## src/rtl/scene_pkg.sv

```systemverilog
`default_nettype none
// ============================================================================
// Module   : scene_pkg
// Purpose  : Shared definitions for the scene renderer: RGB colour palette,
//            field positions inside the pipe / coin / bird state words, the
//            per-pixel hit-flag record and the priority colour selector.
// Ports    : none (package)
// Revision : 1.0 - initial release
// ============================================================================
package scene_pkg;

   // 12-bit {R,G,B} palette
   localparam logic [11:0] SKY_C       = 12'h4CF;
   localparam logic [11:0] GROUND_C    = 12'hA73;
   localparam logic [11:0] PIPE_C      = 12'h2A2;
   localparam logic [11:0] PIPE_HEAD_C = 12'h1F1;
   localparam logic [11:0] COIN_C      = 12'hFD0;
   localparam logic [11:0] BIRD_UP_C   = 12'hF80;
   localparam logic [11:0] BIRD_DN_C   = 12'hF40;

   localparam int SCREEN_W = 640;   // pipe x at or beyond this is off-screen
   localparam int GROUND_H = 16;    // game rows below this draw the ground band

   // Bird word
   localparam int BIRD_UP_BIT  = 15;
   localparam int BIRD_Y_MSB   = 9;
   localparam int BIRD_Y_LSB   = 0;

   // Pipe word: [27:20] gap height, [19:10] left x, [9:0] gap bottom y
   localparam int PIPE_GAP_MSB = 27;
   localparam int PIPE_GAP_LSB = 20;
   localparam int PIPE_X_MSB   = 19;
   localparam int PIPE_X_LSB   = 10;
   localparam int PIPE_Y_MSB   = 9;
   localparam int PIPE_Y_LSB   = 0;

   // Coin word: [31] present, [19:10] bottom y, [9:0] left x
   localparam int COIN_PRESENT_BIT = 31;
   localparam int COIN_Y_MSB   = 19;
   localparam int COIN_Y_LSB   = 10;
   localparam int COIN_X_MSB   = 9;
   localparam int COIN_X_LSB   = 0;

   typedef struct packed {
      logic bird;
      logic coin;
      logic head;   // any pipe head band
      logic body;   // any pipe body
   } hit_t;

   // Priority: bird > coin > pipe head > pipe body > ground/sky
   function automatic logic [11:0] pixel_colour(input hit_t i_hit,
                                                input logic i_bird_up,
                                                input logic i_ground);
      logic [11:0] w_c;
      if (i_hit.bird)
         w_c = i_bird_up ? BIRD_UP_C : BIRD_DN_C;
      else if (i_hit.coin)
         w_c = COIN_C;
      else if (i_hit.head)
         w_c = PIPE_HEAD_C;
      else if (i_hit.body)
         w_c = PIPE_C;
      else if (i_ground)
         w_c = GROUND_C;
      else
         w_c = SKY_C;
      return w_c;
   endfunction

endpackage
`default_nettype wire

```

## src/rtl/scene_renderer_if.sv

```systemverilog
`default_nettype none
// ============================================================================
// Module   : scene_renderer_if
// Purpose  : Bundles the game-state words, pixel stream and colour output of
//            the scene renderer.
// Ports    : frame_start, pix_valid, pix_x, pix_y, bird_y, pipe1..3, coin
//            (game side -> renderer); rgb, rgb_valid, snap_valid (renderer ->
//            DAC side).
//            modport master : producer of game state / pixel coordinates
//            modport slave  : the renderer
// Revision : 1.0 - initial release
// ============================================================================
interface scene_renderer_if;
   logic        frame_start;
   logic        pix_valid;
   logic [9:0]  pix_x;
   logic [9:0]  pix_y;
   logic [15:0] bird_y;
   logic [31:0] pipe1;
   logic [31:0] pipe2;
   logic [31:0] pipe3;
   logic [31:0] coin;
   logic [11:0] rgb;
   logic        rgb_valid;
   logic        snap_valid;

   modport master (
      output frame_start, pix_valid, pix_x, pix_y, bird_y,
             pipe1, pipe2, pipe3, coin,
      input  rgb, rgb_valid, snap_valid
   );

   modport slave (
      input  frame_start, pix_valid, pix_x, pix_y, bird_y,
             pipe1, pipe2, pipe3, coin,
      output rgb, rgb_valid, snap_valid
   );
endinterface
`default_nettype wire

```

## src/rtl/pipe_hit.sv

```systemverilog
`default_nettype none
// ============================================================================
// Module   : pipe_hit
// Purpose  : Combinational classification of one pixel against one pipe:
//            body (column minus gap) and head (band of PIPE_HEAD rows at
//            either gap edge). All arithmetic is 11 bits wide so sums of
//            10-bit fields never wrap.
// Ports    : i_x    - screen column of the pixel
//            i_gy   - game row of the pixel (up-positive)
//            i_pipe - pipe word {gap, x, y}
//            o_body - pixel lies in the pipe body
//            o_head - pixel lies in a pipe head band (implies o_body)
// Revision : 1.0 - initial release
// ============================================================================
module pipe_hit
   import scene_pkg::*;
#(
   parameter int PIPE_W    = 50,
   parameter int PIPE_HEAD = 23,
   parameter int X_LIMIT   = 640
) (
   input  wire logic [9:0]  i_x,
   input  wire logic [9:0]  i_gy,
   input  wire logic [31:0] i_pipe,
   output logic             o_body,
   output logic             o_head
);

   localparam logic [10:0] c_PIPE_W  = 11'(PIPE_W);
   localparam logic [10:0] c_HEAD    = 11'(PIPE_HEAD);
   localparam logic [10:0] c_X_LIMIT = 11'(X_LIMIT);

   logic [10:0] w_x;
   logic [10:0] w_gy;
   logic [10:0] w_px;
   logic [10:0] w_py;
   logic [10:0] w_gap;
   logic [10:0] w_gap_top;
   logic [10:0] w_low_edge;
   logic        w_column;
   logic        w_in_gap;
   logic        w_low_band;
   logic        w_high_band;
   logic        w_unused_pipe;

   assign w_x   = {1'b0, i_x};
   assign w_gy  = {1'b0, i_gy};
   assign w_px  = {1'b0, i_pipe[PIPE_X_MSB:PIPE_X_LSB]};
   assign w_py  = {1'b0, i_pipe[PIPE_Y_MSB:PIPE_Y_LSB]};
   assign w_gap = {3'b000, i_pipe[PIPE_GAP_MSB:PIPE_GAP_LSB]};

   assign w_gap_top  = w_py + w_gap;
   // Lower head band starts at 0 when the gap sits closer than PIPE_HEAD to
   // the bottom of the screen, instead of wrapping to a huge value.
   assign w_low_edge = (w_py < c_HEAD) ? 11'd0 : (w_py - c_HEAD);

   // Column is inclusive at both ends to line up with the controller's
   // collision box; an x beyond the visible width is a wrapped pipe.
   assign w_column    = (w_px < c_X_LIMIT) && (w_x >= w_px) && (w_x <= w_px + c_PIPE_W);
   assign w_in_gap    = (w_gy >= w_py) && (w_gy < w_gap_top);
   assign w_low_band  = (w_gy >= w_low_edge) && (w_gy < w_py);
   assign w_high_band = (w_gy >= w_gap_top) && (w_gy < w_gap_top + c_HEAD);

   assign o_body = w_column && !w_in_gap;
   assign o_head = o_body && (w_low_band || w_high_band);

   // Reserved bits of the pipe word carry no meaning here.
   assign w_unused_pipe = ^i_pipe[31:28];

endmodule
`default_nettype wire

```

## src/rtl/scene_renderer.sv

```systemverilog
`default_nettype none
// ============================================================================
// Module   : scene_renderer
// Purpose  : Turns the VGA pixel stream plus game state (bird, three pipes,
//            coin) into one 12-bit RGB colour per active pixel. Game state
//            is snapshotted on frame_start so objects never tear within a
//            frame. Fixed 3-stage pipeline, one pixel per clock, no stalls:
//              S1 : register x, game row gy and valid
//              S2 : per-object hit flags (11-bit compares)
//              S3 : priority colour mux into the output register
// Ports    : clk, rst (sync, active high)
//            bus.frame_start - snapshot load strobe
//            bus.pix_valid/pix_x/pix_y - active pixel coordinates
//            bus.bird_y, bus.pipe1..3, bus.coin - live game state
//            bus.rgb, bus.rgb_valid - colour of pixel presented 3 cycles ago
//            bus.snap_valid - a snapshot has been taken since reset
// Revision : 1.0 - initial release
// ============================================================================
module scene_renderer
   import scene_pkg::*;
#(
   parameter int BIRD_X    = 40,
   parameter int BIRD_W    = 16,
   parameter int BIRD_H    = 16,
   parameter int PIPE_W    = 50,
   parameter int PIPE_HEAD = 23,
   parameter int COIN_LEN  = 16,
   parameter int SCREEN_H  = 480
) (
   input  wire logic       clk,
   input  wire logic       rst,
   scene_renderer_if.slave bus
);

   localparam int          c_N_PIPES   = 3;
   localparam logic [9:0]  c_GY_TOP    = 10'(SCREEN_H - 1);
   localparam logic [9:0]  c_GROUND_H  = 10'(GROUND_H);
   localparam logic [10:0] c_BIRD_X_LO = 11'(BIRD_X);
   localparam logic [10:0] c_BIRD_X_HI = 11'(BIRD_X + BIRD_W);
   localparam logic [10:0] c_BIRD_H    = 11'(BIRD_H);
   localparam logic [10:0] c_COIN_LEN  = 11'(COIN_LEN);

   // ------------------------------------------------------------------
   // Per-frame snapshot
   // ------------------------------------------------------------------
   logic [15:0]                 r_bird_y;
   logic [c_N_PIPES-1:0][31:0]  r_pipe;
   logic [31:0]                 r_coin;
   logic                        r_snap_valid;
   logic [c_N_PIPES-1:0][31:0]  w_pipe_in;

   assign w_pipe_in[0] = bus.pipe1;
   assign w_pipe_in[1] = bus.pipe2;
   assign w_pipe_in[2] = bus.pipe3;

   always_ff @(posedge clk) begin
      if (rst) begin
         r_bird_y     <= '0;
         r_pipe       <= '0;
         r_coin       <= '0;
         r_snap_valid <= 1'b0;
      end else if (bus.frame_start) begin
         r_bird_y     <= bus.bird_y;
         r_pipe       <= w_pipe_in;
         r_coin       <= bus.coin;
         r_snap_valid <= 1'b1;
      end
   end

   // A pixel arriving together with frame_start must already see the new
   // snapshot. Its geometry is evaluated in S2, one cycle later, when the
   // shadows hold the new values; the flags S1 captures directly come from
   // this bypass view.
   logic w_snap_eff;
   logic w_bird_up_eff;

   assign w_snap_eff    = bus.frame_start | r_snap_valid;
   assign w_bird_up_eff = bus.frame_start ? bus.bird_y[BIRD_UP_BIT]
                                          : r_bird_y[BIRD_UP_BIT];

   // ------------------------------------------------------------------
   // S1: pixel coordinates into game space
   // ------------------------------------------------------------------
   logic       r_s1_valid;
   logic       r_s1_snap;
   logic       r_s1_bird_up;
   logic [9:0] r_s1_x;
   logic [9:0] r_s1_gy;
   logic [9:0] w_gy;

   assign w_gy = c_GY_TOP - bus.pix_y;

   always_ff @(posedge clk) begin
      if (rst) begin
         r_s1_valid   <= 1'b0;
         r_s1_snap    <= 1'b0;
         r_s1_bird_up <= 1'b0;
         r_s1_x       <= '0;
         r_s1_gy      <= '0;
      end else begin
         r_s1_valid   <= bus.pix_valid;
         r_s1_snap    <= w_snap_eff;
         r_s1_bird_up <= w_bird_up_eff;
         r_s1_x       <= bus.pix_x;
         r_s1_gy      <= w_gy;
      end
   end

   // ------------------------------------------------------------------
   // S2: hit flags
   // ------------------------------------------------------------------
   logic [10:0]          w_x11;
   logic [10:0]          w_gy11;
   logic [10:0]          w_by;
   logic [10:0]          w_cx;
   logic [10:0]          w_cy;
   logic [c_N_PIPES-1:0] w_body;
   logic [c_N_PIPES-1:0] w_head;
   hit_t                 w_hit;

   assign w_x11  = {1'b0, r_s1_x};
   assign w_gy11 = {1'b0, r_s1_gy};
   assign w_by   = {1'b0, r_bird_y[BIRD_Y_MSB:BIRD_Y_LSB]};
   assign w_cx   = {1'b0, r_coin[COIN_X_MSB:COIN_X_LSB]};
   assign w_cy   = {1'b0, r_coin[COIN_Y_MSB:COIN_Y_LSB]};

   generate
      for (genvar g = 0; g < c_N_PIPES; g++) begin : g_pipe
         pipe_hit #(
            .PIPE_W    (PIPE_W),
            .PIPE_HEAD (PIPE_HEAD),
            .X_LIMIT   (SCREEN_W)
         ) u_pipe_hit (
            .i_x    (r_s1_x),
            .i_gy   (r_s1_gy),
            .i_pipe (r_pipe[g]),
            .o_body (w_body[g]),
            .o_head (w_head[g])
         );
      end
   endgenerate

   // The 11-bit upper bounds keep a bird or coin near y=1023 from aliasing
   // onto the bottom rows of the screen.
   always_comb begin
      w_hit      = '0;
      w_hit.bird = (w_x11 >= c_BIRD_X_LO) && (w_x11 < c_BIRD_X_HI)
                && (w_gy11 >= w_by) && (w_gy11 < w_by + c_BIRD_H);
      w_hit.coin = r_coin[COIN_PRESENT_BIT]
                && (w_x11 >= w_cx) && (w_x11 < w_cx + c_COIN_LEN)
                && (w_gy11 >= w_cy) && (w_gy11 < w_cy + c_COIN_LEN);
      // Head from any pipe outranks body from any other overlapping pipe.
      w_hit.head = |w_head;
      w_hit.body = |w_body;
   end

   logic r_s2_valid;
   hit_t r_s2_hit;
   logic r_s2_bird_up;
   logic r_s2_ground;

   always_ff @(posedge clk) begin
      if (rst) begin
         r_s2_valid   <= 1'b0;
         r_s2_hit     <= '0;
         r_s2_bird_up <= 1'b0;
         r_s2_ground  <= 1'b0;
      end else begin
         r_s2_valid   <= r_s1_valid;
         // Without a snapshot only sky/ground may be drawn.
         r_s2_hit     <= r_s1_snap ? w_hit : '0;
         r_s2_bird_up <= r_s1_bird_up;
         r_s2_ground  <= (r_s1_gy < c_GROUND_H);
      end
   end

   // ------------------------------------------------------------------
   // S3: colour mux, blanking when no pixel
   // ------------------------------------------------------------------
   logic [11:0] r_rgb;
   logic        r_rgb_valid;

   always_ff @(posedge clk) begin
      if (rst) begin
         r_rgb       <= 12'h000;
         r_rgb_valid <= 1'b0;
      end else begin
         r_rgb_valid <= r_s2_valid;
         r_rgb       <= r_s2_valid ? pixel_colour(r_s2_hit, r_s2_bird_up, r_s2_ground)
                                   : 12'h000;
      end
   end

   assign bus.rgb        = r_rgb;
   assign bus.rgb_valid  = r_rgb_valid;
   assign bus.snap_valid = r_snap_valid;

   // Bits of the snapshot words that no stage interprets.
   logic w_unused_bits;
   assign w_unused_bits = ^{r_bird_y[14:10], r_coin[30:20]};

endmodule
`default_nettype wire

```

## src/flat_wrapper.sv

```systemverilog
// flat-port wrapper written by rule: the top's interface ports become plain ports
module scene_renderer_flat import scene_pkg::*;
#(
   parameter int BIRD_X    = 40,
   parameter int BIRD_W    = 16,
   parameter int BIRD_H    = 16,
   parameter int PIPE_W    = 50,
   parameter int PIPE_HEAD = 23,
   parameter int COIN_LEN  = 16,
   parameter int SCREEN_H  = 480
)
  (clk, rst, bus_frame_start, bus_pix_valid, bus_pix_x, bus_pix_y, bus_bird_y, bus_pipe1, bus_pipe2, bus_pipe3, bus_coin, bus_rgb, bus_rgb_valid, bus_snap_valid);
  scene_renderer_if bus_i ();
  input  wire logic clk;
  input  wire logic rst;
  input wire logic [$bits(bus_i.frame_start)-1:0] bus_frame_start;
  input wire logic [$bits(bus_i.pix_valid)-1:0] bus_pix_valid;
  input wire logic [$bits(bus_i.pix_x)-1:0] bus_pix_x;
  input wire logic [$bits(bus_i.pix_y)-1:0] bus_pix_y;
  input wire logic [$bits(bus_i.bird_y)-1:0] bus_bird_y;
  input wire logic [$bits(bus_i.pipe1)-1:0] bus_pipe1;
  input wire logic [$bits(bus_i.pipe2)-1:0] bus_pipe2;
  input wire logic [$bits(bus_i.pipe3)-1:0] bus_pipe3;
  input wire logic [$bits(bus_i.coin)-1:0] bus_coin;
  output wire logic [$bits(bus_i.rgb)-1:0] bus_rgb;
  output wire logic [$bits(bus_i.rgb_valid)-1:0] bus_rgb_valid;
  output wire logic [$bits(bus_i.snap_valid)-1:0] bus_snap_valid;
  assign bus_i.frame_start = bus_frame_start;
  assign bus_i.pix_valid = bus_pix_valid;
  assign bus_i.pix_x = bus_pix_x;
  assign bus_i.pix_y = bus_pix_y;
  assign bus_i.bird_y = bus_bird_y;
  assign bus_i.pipe1 = bus_pipe1;
  assign bus_i.pipe2 = bus_pipe2;
  assign bus_i.pipe3 = bus_pipe3;
  assign bus_i.coin = bus_coin;
  assign bus_rgb = bus_i.rgb;
  assign bus_rgb_valid = bus_i.rgb_valid;
  assign bus_snap_valid = bus_i.snap_valid;
  scene_renderer #(.BIRD_X(BIRD_X), .BIRD_W(BIRD_W), .BIRD_H(BIRD_H), .PIPE_W(PIPE_W), .PIPE_HEAD(PIPE_HEAD), .COIN_LEN(COIN_LEN), .SCREEN_H(SCREEN_H)) u_core (.clk(clk), .rst(rst), .bus(bus_i));
endmodule
```

## config.mk

```make
export PLATFORM = sky130hd
export DESIGN_NAME = scene_renderer_flat
export DESIGN_NICKNAME = d
export VERILOG_FILES = /design/src/rtl/scene_pkg.sv /design/src/rtl/scene_renderer_if.sv /design/src/rtl/pipe_hit.sv /design/src/rtl/scene_renderer.sv /design/src/flat_wrapper.sv
export SDC_FILE = /design/constraint.sdc
export NUM_CORES = 1
export LEC_CHECK = 0
export BUFFER_PORTS_ARGS = -buffer_cell sky130_fd_sc_hd__buf_2
export CAP_MARGIN = 40
export CORE_MARGIN = 5
export CORE_UTILIZATION = 54
export CTS_CLUSTER_SIZE = 14
export DETAILED_ROUTE_END_ITERATION = 12
export PLACE_DENSITY = 0.79
export RECOVER_POWER = 25
export SLEW_MARGIN = 20
export SYNTH_ARGS = -nofsm -noshare
export SYNTH_HDL_FRONTEND = slang
export SYNTH_HIERARCHICAL = 1
export SYNTH_SLANG_ARGS = --single-unit
```

## constraint.sdc

```tcl
create_clock -name clk -period 3.5 [get_ports clk]
set_clock_uncertainty 0.1 [all_clocks]
set_input_delay 0.175 -clock clk [delete_from_list [all_inputs] [get_ports clk]]
set_output_delay 0.175 -clock clk [all_outputs]
set_load 0.02 [all_outputs]
```

* Yosys cells after proc, flatten, opt, wreduce, memory -nomap -nowiden *
Cells that the tools add are included.

operators by class
  reductions and logical operators = 38
  multiplexer cells = 10
  add/sub/neg operators = 16
  $lt $le $gt $ge = 39
  bitwise gates (word level) = 3

operators with widths
  operator                                               number
  < comparator 10 x 11 -> 1 bit                          9
  >= comparator 10 bit                                   9
  >= comparator 10 x 11 -> 1 bit                         6
  2-to-1 mux 12 bit                                      5
  < comparator 10 x 5 -> 1 bit (second input constant)   4
  adder 10 x 5 -> 11 bit (second input constant)         3
  adder 10 x 6 -> 11 bit (second input constant)         3
  adder 10 x 8 -> 11 bit                                 3
  adder 11 x 5 -> 11 bit (second input constant)         3
  less-or-equal comparator 10 x 11 -> 1 bit              3
  2-to-1 mux 11 bit                                      3
  subtractor 10 x 5 -> 11 bit (second input constant)    3
  < comparator 10 bit                                    3
  < comparator 10 bit (second input constant)            3
  logical AND 1 bit                                      28
  >= comparator 10 x 6 -> 1 bit (second input constant)  1
  < comparator 10 x 6 -> 1 bit (second input constant)   1
  subtractor 9 x 10 -> 10 bit (first input constant)     1
  2-to-1 mux 8 bit                                       1
  OR reduction 3 bit                                     2
  OR reduction 2 bit                                     2
  logical NOT 1 bit                                      3
  logical OR 1 bit                                       3
  inverter 1 bit                                         2
  other kinds (2)                                        2

word-level totals
  bits of input ports = 168
  output and inout port bits = 14
  bits in registers = 176

* Depth between registers and ports, before layout *
  depth in word-level cells = 7
  gate-level depth with buffers = 18

* Cells and area by module *
The synthesis kept the hierarchy.

by module, submodules not included
  module                                   sequential area each (um^2)  cells an instance  instances  area each (um^2)
  scene_renderer                           3,423.3                      709                1          7,133.1
  pipe_hit at u_core.g_pipe[2].u_pipe_hit  0.0                          300                1          2,316.0
  pipe_hit at u_core.g_pipe[1].u_pipe_hit  0.0                          290                1          2,187.1
  pipe_hit at u_core.g_pipe[0].u_pipe_hit  0.0                          283                1          2,154.6

* Worst setup path after synthesis *
No wires, ideal clock.

  path kind = flip-flop to flip-flop
  from = register u_core/r_pipe[64] (netlist bit)
  to = register u_core/r_s2_hit[1] (netlist bit)
  setup time = 0.117 ns
  buffers on the path = 0
  arrival time = 3.417 ns
  period minus slack after synthesis = 3.633 ns
  required time = 3.283 ns
  cell stages (with the launch flop) = 19
  setup slack = -0.133 ns
  path through = dfxtp_1 ha_1 fa_1 a211oi_1 o21bai_1 a21oi_1 xor2_1 nor2_1 nand2_1 xnor2_1 ha_1 o21a_1 o21ai_0 a311oi_1 o21ai_0 a211oi_1 nor3b_2 nor3_1 nor2_1

on the way
  word-level cells in the longest chain between the ends = 7
  elaborated cells between the ends (all ways) = 19
  classes of those cells = 3 x add/sub; 7 x order compare; 1 x mux; 8 x reduce/logical

RTL lines
  item                                                   RTL line                        text
  start, declared                                        scene_renderer.sv:47            logic [c_N_PIPES-1:0][31:0] r_pipe;
  start signal, assigned                                 scene_renderer.sv:64            r_pipe <= w_pipe_in;
  adder 10 x 8 -> 11 bit (tied with other cells)         pipe_hit.sv:52                  assign w_gap_top = w_py + w_gap;
  adder 11 x 5 -> 11 bit (tied with other cells)         pipe_hit.sv:62                  assign w_high_band = (w_gy >= w_gap_top) && (w_gy < w_gap_top + c_HEAD);
  < comparator 10 x 11 -> 1 bit (tied with other cells)  pipe_hit.sv:62
  logical AND 1 bit (tied with other cells)              pipe_hit.sv:62
  logical OR 1 bit or logical AND 1 bit (tied branches)  pipe_hit.sv:65, pipe_hit.sv:64
  logical AND 1 bit (*)                                  pipe_hit.sv:65                  assign o_head = o_body && (w_low_band || w_high_band);
  named net u_core.w_head[2]                             scene_renderer.sv:118           logic [c_N_PIPES-1:0] w_head;
  OR reduction 3 bit (*)                                 scene_renderer.sv:153           w_hit.head = |w_head;
  end signal, assigned                                   scene_renderer.sv:171           r_s2_hit <= r_s1_snap ? w_hit : '0;
  end, declared                                          scene_renderer.sv:158           hit_t r_s2_hit;

Mark *: on every way through the listed nets, which the timed path passes. The rest lies on a longest branch.
A chain may end at the register's enable or synchronous reset.

* Final worst setup path *
Same ends and word-level chain as after synthesis.

==> summary.md <==
| Metric | Value |
|---|---|
| Vias per inst | between 5 and 6 |
| CP bufs+invs | 4 |
| Worst Slack Setup Final | -136 ps |
| Fraction of layout cells with a size suffix above 1 | 0.196 |
| Hold WS | ~150 ps |
| Crit start category | register |
| Gpl congestion | ~0.94 |
| Vias in the first global route | about 14,000 |
| Die area | between 20,000 and 30,000 µm² |
| Number of port buffers | 153 |
| Nets@finish | ~2,400 |
| Residual DRC | 0 |
| Core Area | approximately 24,000 µm² |
| Status | complete, but fails checks |
| Area grow syn2layout | 31.5% |
| Vias after detailed routing | roughly 13,000 |
| Die height | ~170 µm |
| Failing checks | capacitance limit, slew limit, setup timing |
| Final cycle utilization of the critical path | 1.04 |
| Post-Synthesis Cells | approximately 1,500 |
| First-pass GRT wire length | between 60,000 and 70,000 µm |
| Clk sinks | about 160 |
| Setup Crit Path Kind | reg2reg |
| Tmin final | 3640 ps |
| DRT Pass-1 Iters | 5 |
| Cell Count, Final, Fillers Out | 2,273 |
| Mapped Avg Cell Area | 8.66 µm² |
| Die W | 167 µm |
| Final Max Slew Viols | between 40 and 50 |
| Worst Max-Slew Pin Slew | 2030 ps |
| CP Cell Sequence | ha_4 > fa_2 > buf_4 > xor2_2 > buf_4 > inv_1 > nand2_1 > a21bo_2 > nand2b_4 > xnor2_2 > ha_1 > o21a_1 > o21a_1 > o21ai_2 > a311oi_1 > o21ai_1 > a211oi_2 > buf_4 > nor3b_2 > nor3_2 > nor2_1 |
| Synth Net Count | between 1,500 and 2,000 |
| Endpoints failing hold | 0 |
| Largest net degree at the start of global routing | 60 |
| Initial DRC count | between 1,000 and 1,500 |
| Detail Placement HPWL | around 29,000 µm |
| Yosys warns | 6 |
| CP required | between 3000 and 4000 ps |
| Cell mode on critical path | buf_4 |
| Mapped Area | ~13,000 µm² |
| Top-Level Pins | 182 |
| Crit path max-delay family | compound AO/OA/AOI/OAI gates |
| HP Class | in2reg |
| DR WL/cell | approximately 19 µm |
| Setup crit end kind | register |
| TritonCTS Buffers | 17 |
| Clock slew at reported path FFs | roughly 80 ps |
| Initial Utilization | 0.549 |
| Peak fanout along the critical path | 3 |
| RSZ-0062 raised after global routing | yes |
| Static leakage | roughly 8.4 nW |
| Slowest stage cell, crit path | fa_2 |
| Antenna Nets Post-Route | 0 |
| Endpoints failing setup | 2 |
| # rows | 57 |
| Routed WL | around 44,000 µm |
| Placed Cells | around 2,100 |
| Power Density | ~360 nW/µm² |
| Total grt overflow | 0 |
| CTS tree | yes |
| Peak supply drop | between 0.2 and 0.3 mV |
| Clk buf depth | 2 |
| Max Clk Rate | ~280 MHz |
| Worst-skew pair later-pin latency | about 440 ps |
| GR Util All Layers | 0.300 |
| Clock H-tree levels | 4 |
| Reg2reg setup slack | -140 ps |
| Crit path DAT | about 3900 ps |
| Initial antenna violation count | 1 |
| Maxcap violations | 1 |
| Delay of the slowest critical-path stage | 370 ps |
| Slew headroom | -0.354 |
| Root Buffer | clkbuf_16 |
| Tot Pwr | between 6 and 7 mW |
-- layer usage --
metal,part of all wire,global-route usage
met1,0.38,0.341
met2,0.49,0.534
met3,0.078,0.0648
met4,0.051,0.144
met5,0,0
-- layout by cell type (no fill, tap or decap), types with 7 or more instances in the layout --
cell / count
buf_4: 113
dlygate4sd3_1: 137
xnor2_1: 63
o21a_1: 25
and3_1: 9
ha_1: 256
a211oi_2: 8
o21ai_0: 43
dfxtp_1: 155
nor2b_1: 34
a211oi_1: 15
o211ai_1: 10
nor3_1: 21
nand2_1: 62
nand4_1: 16
nor2_1: 188
a31oi_1: 7
o2111ai_1: 7
buf_2: 151
a21o_1: 30
mux2i_1: 117
a21oi_2: 9
inv_1: 127
nand2b_1: 12
xor2_1: 17
nor4_1: 7
clkbuf_16: 17
o21ai_1: 10
o31ai_1: 9
a21oi_1: 75
nand3_1: 35
-- cell type report --
type	instances	area, µm²
multi-input combinational	1220	9820
antenna	1	2.50
inverter	130	488
tap	324	405
clock buffer	17	425
clock inverter	15	216
timing repair buffer	407	3060
sequential	159	3190
fill	1620	6780
-- worst min-delay path, stage by stage --
cell and delay, ps:
buf_6 230, mux2i_1 170, nor2_1 70
-- worst paths after layout --
path,startpoint,endpoint,cells after the start
setup / recovery,u_core/r_pipe[64],u_core/r_s2_hit[1],21
hold / removal,bus_frame_start,u_core/r_pipe[14],3
setup reg to reg,u_core/r_pipe[64],u_core/r_s2_hit[1],21
hold reg to reg,u_core/r_s1_valid,u_core/r_s2_valid,1
-- sequential cells by signal, summed over array words and instances, names as in the netlist, 4 cells and up --
register / count
u_core/bus.rgb: 11
u_core/r_bird_y: 11
u_core/r_coin: 21
u_core/r_pipe: 84
u_core/r_s1_gy: 10
u_core/r_s1_x: 10
u_core/r_s2_hit: 4
-- report_power, final --
group	total (mW)	internal, mW	switching (mW)
logic	2.21	1.09	1.12
registers	2.07	1.91	0.156
clock network	2.10	1.17	0.929
total	6.38	4.17	2.21
-- stage by stage --
| step | setup TNS, ps | utilization | setup WS, ps | instance area (µm²) |
|---|---|---|---|---|
| 2_1_floorplan | 0 | - | 7.75 | 13400 |
| 3_3_place_gp | -137 | 0.623 | -93.3 | 15200 |
| 3_5_place_dp | -350 | 0.624 | -212 | 15200 |
| 4_1_cts | -159 | 0.712 | -159 | 17400 |
| 5_1_grt | -630 | 0.722 | -382 | 17600 |
| 6_report | -215 | 0.722 | -136 | 17600 |
-- repair_timing --
action,in CTS,in global routing
gates resized for setup,22,37
gates cloned,0,0
pin swaps,25,20
buffers inserted,5,6
hold endpoints to repair,138,0
hold buffers,137,0
endpoints found under the setup margin,2,2
Note: power is estimated with default switching activity, not from simulation.
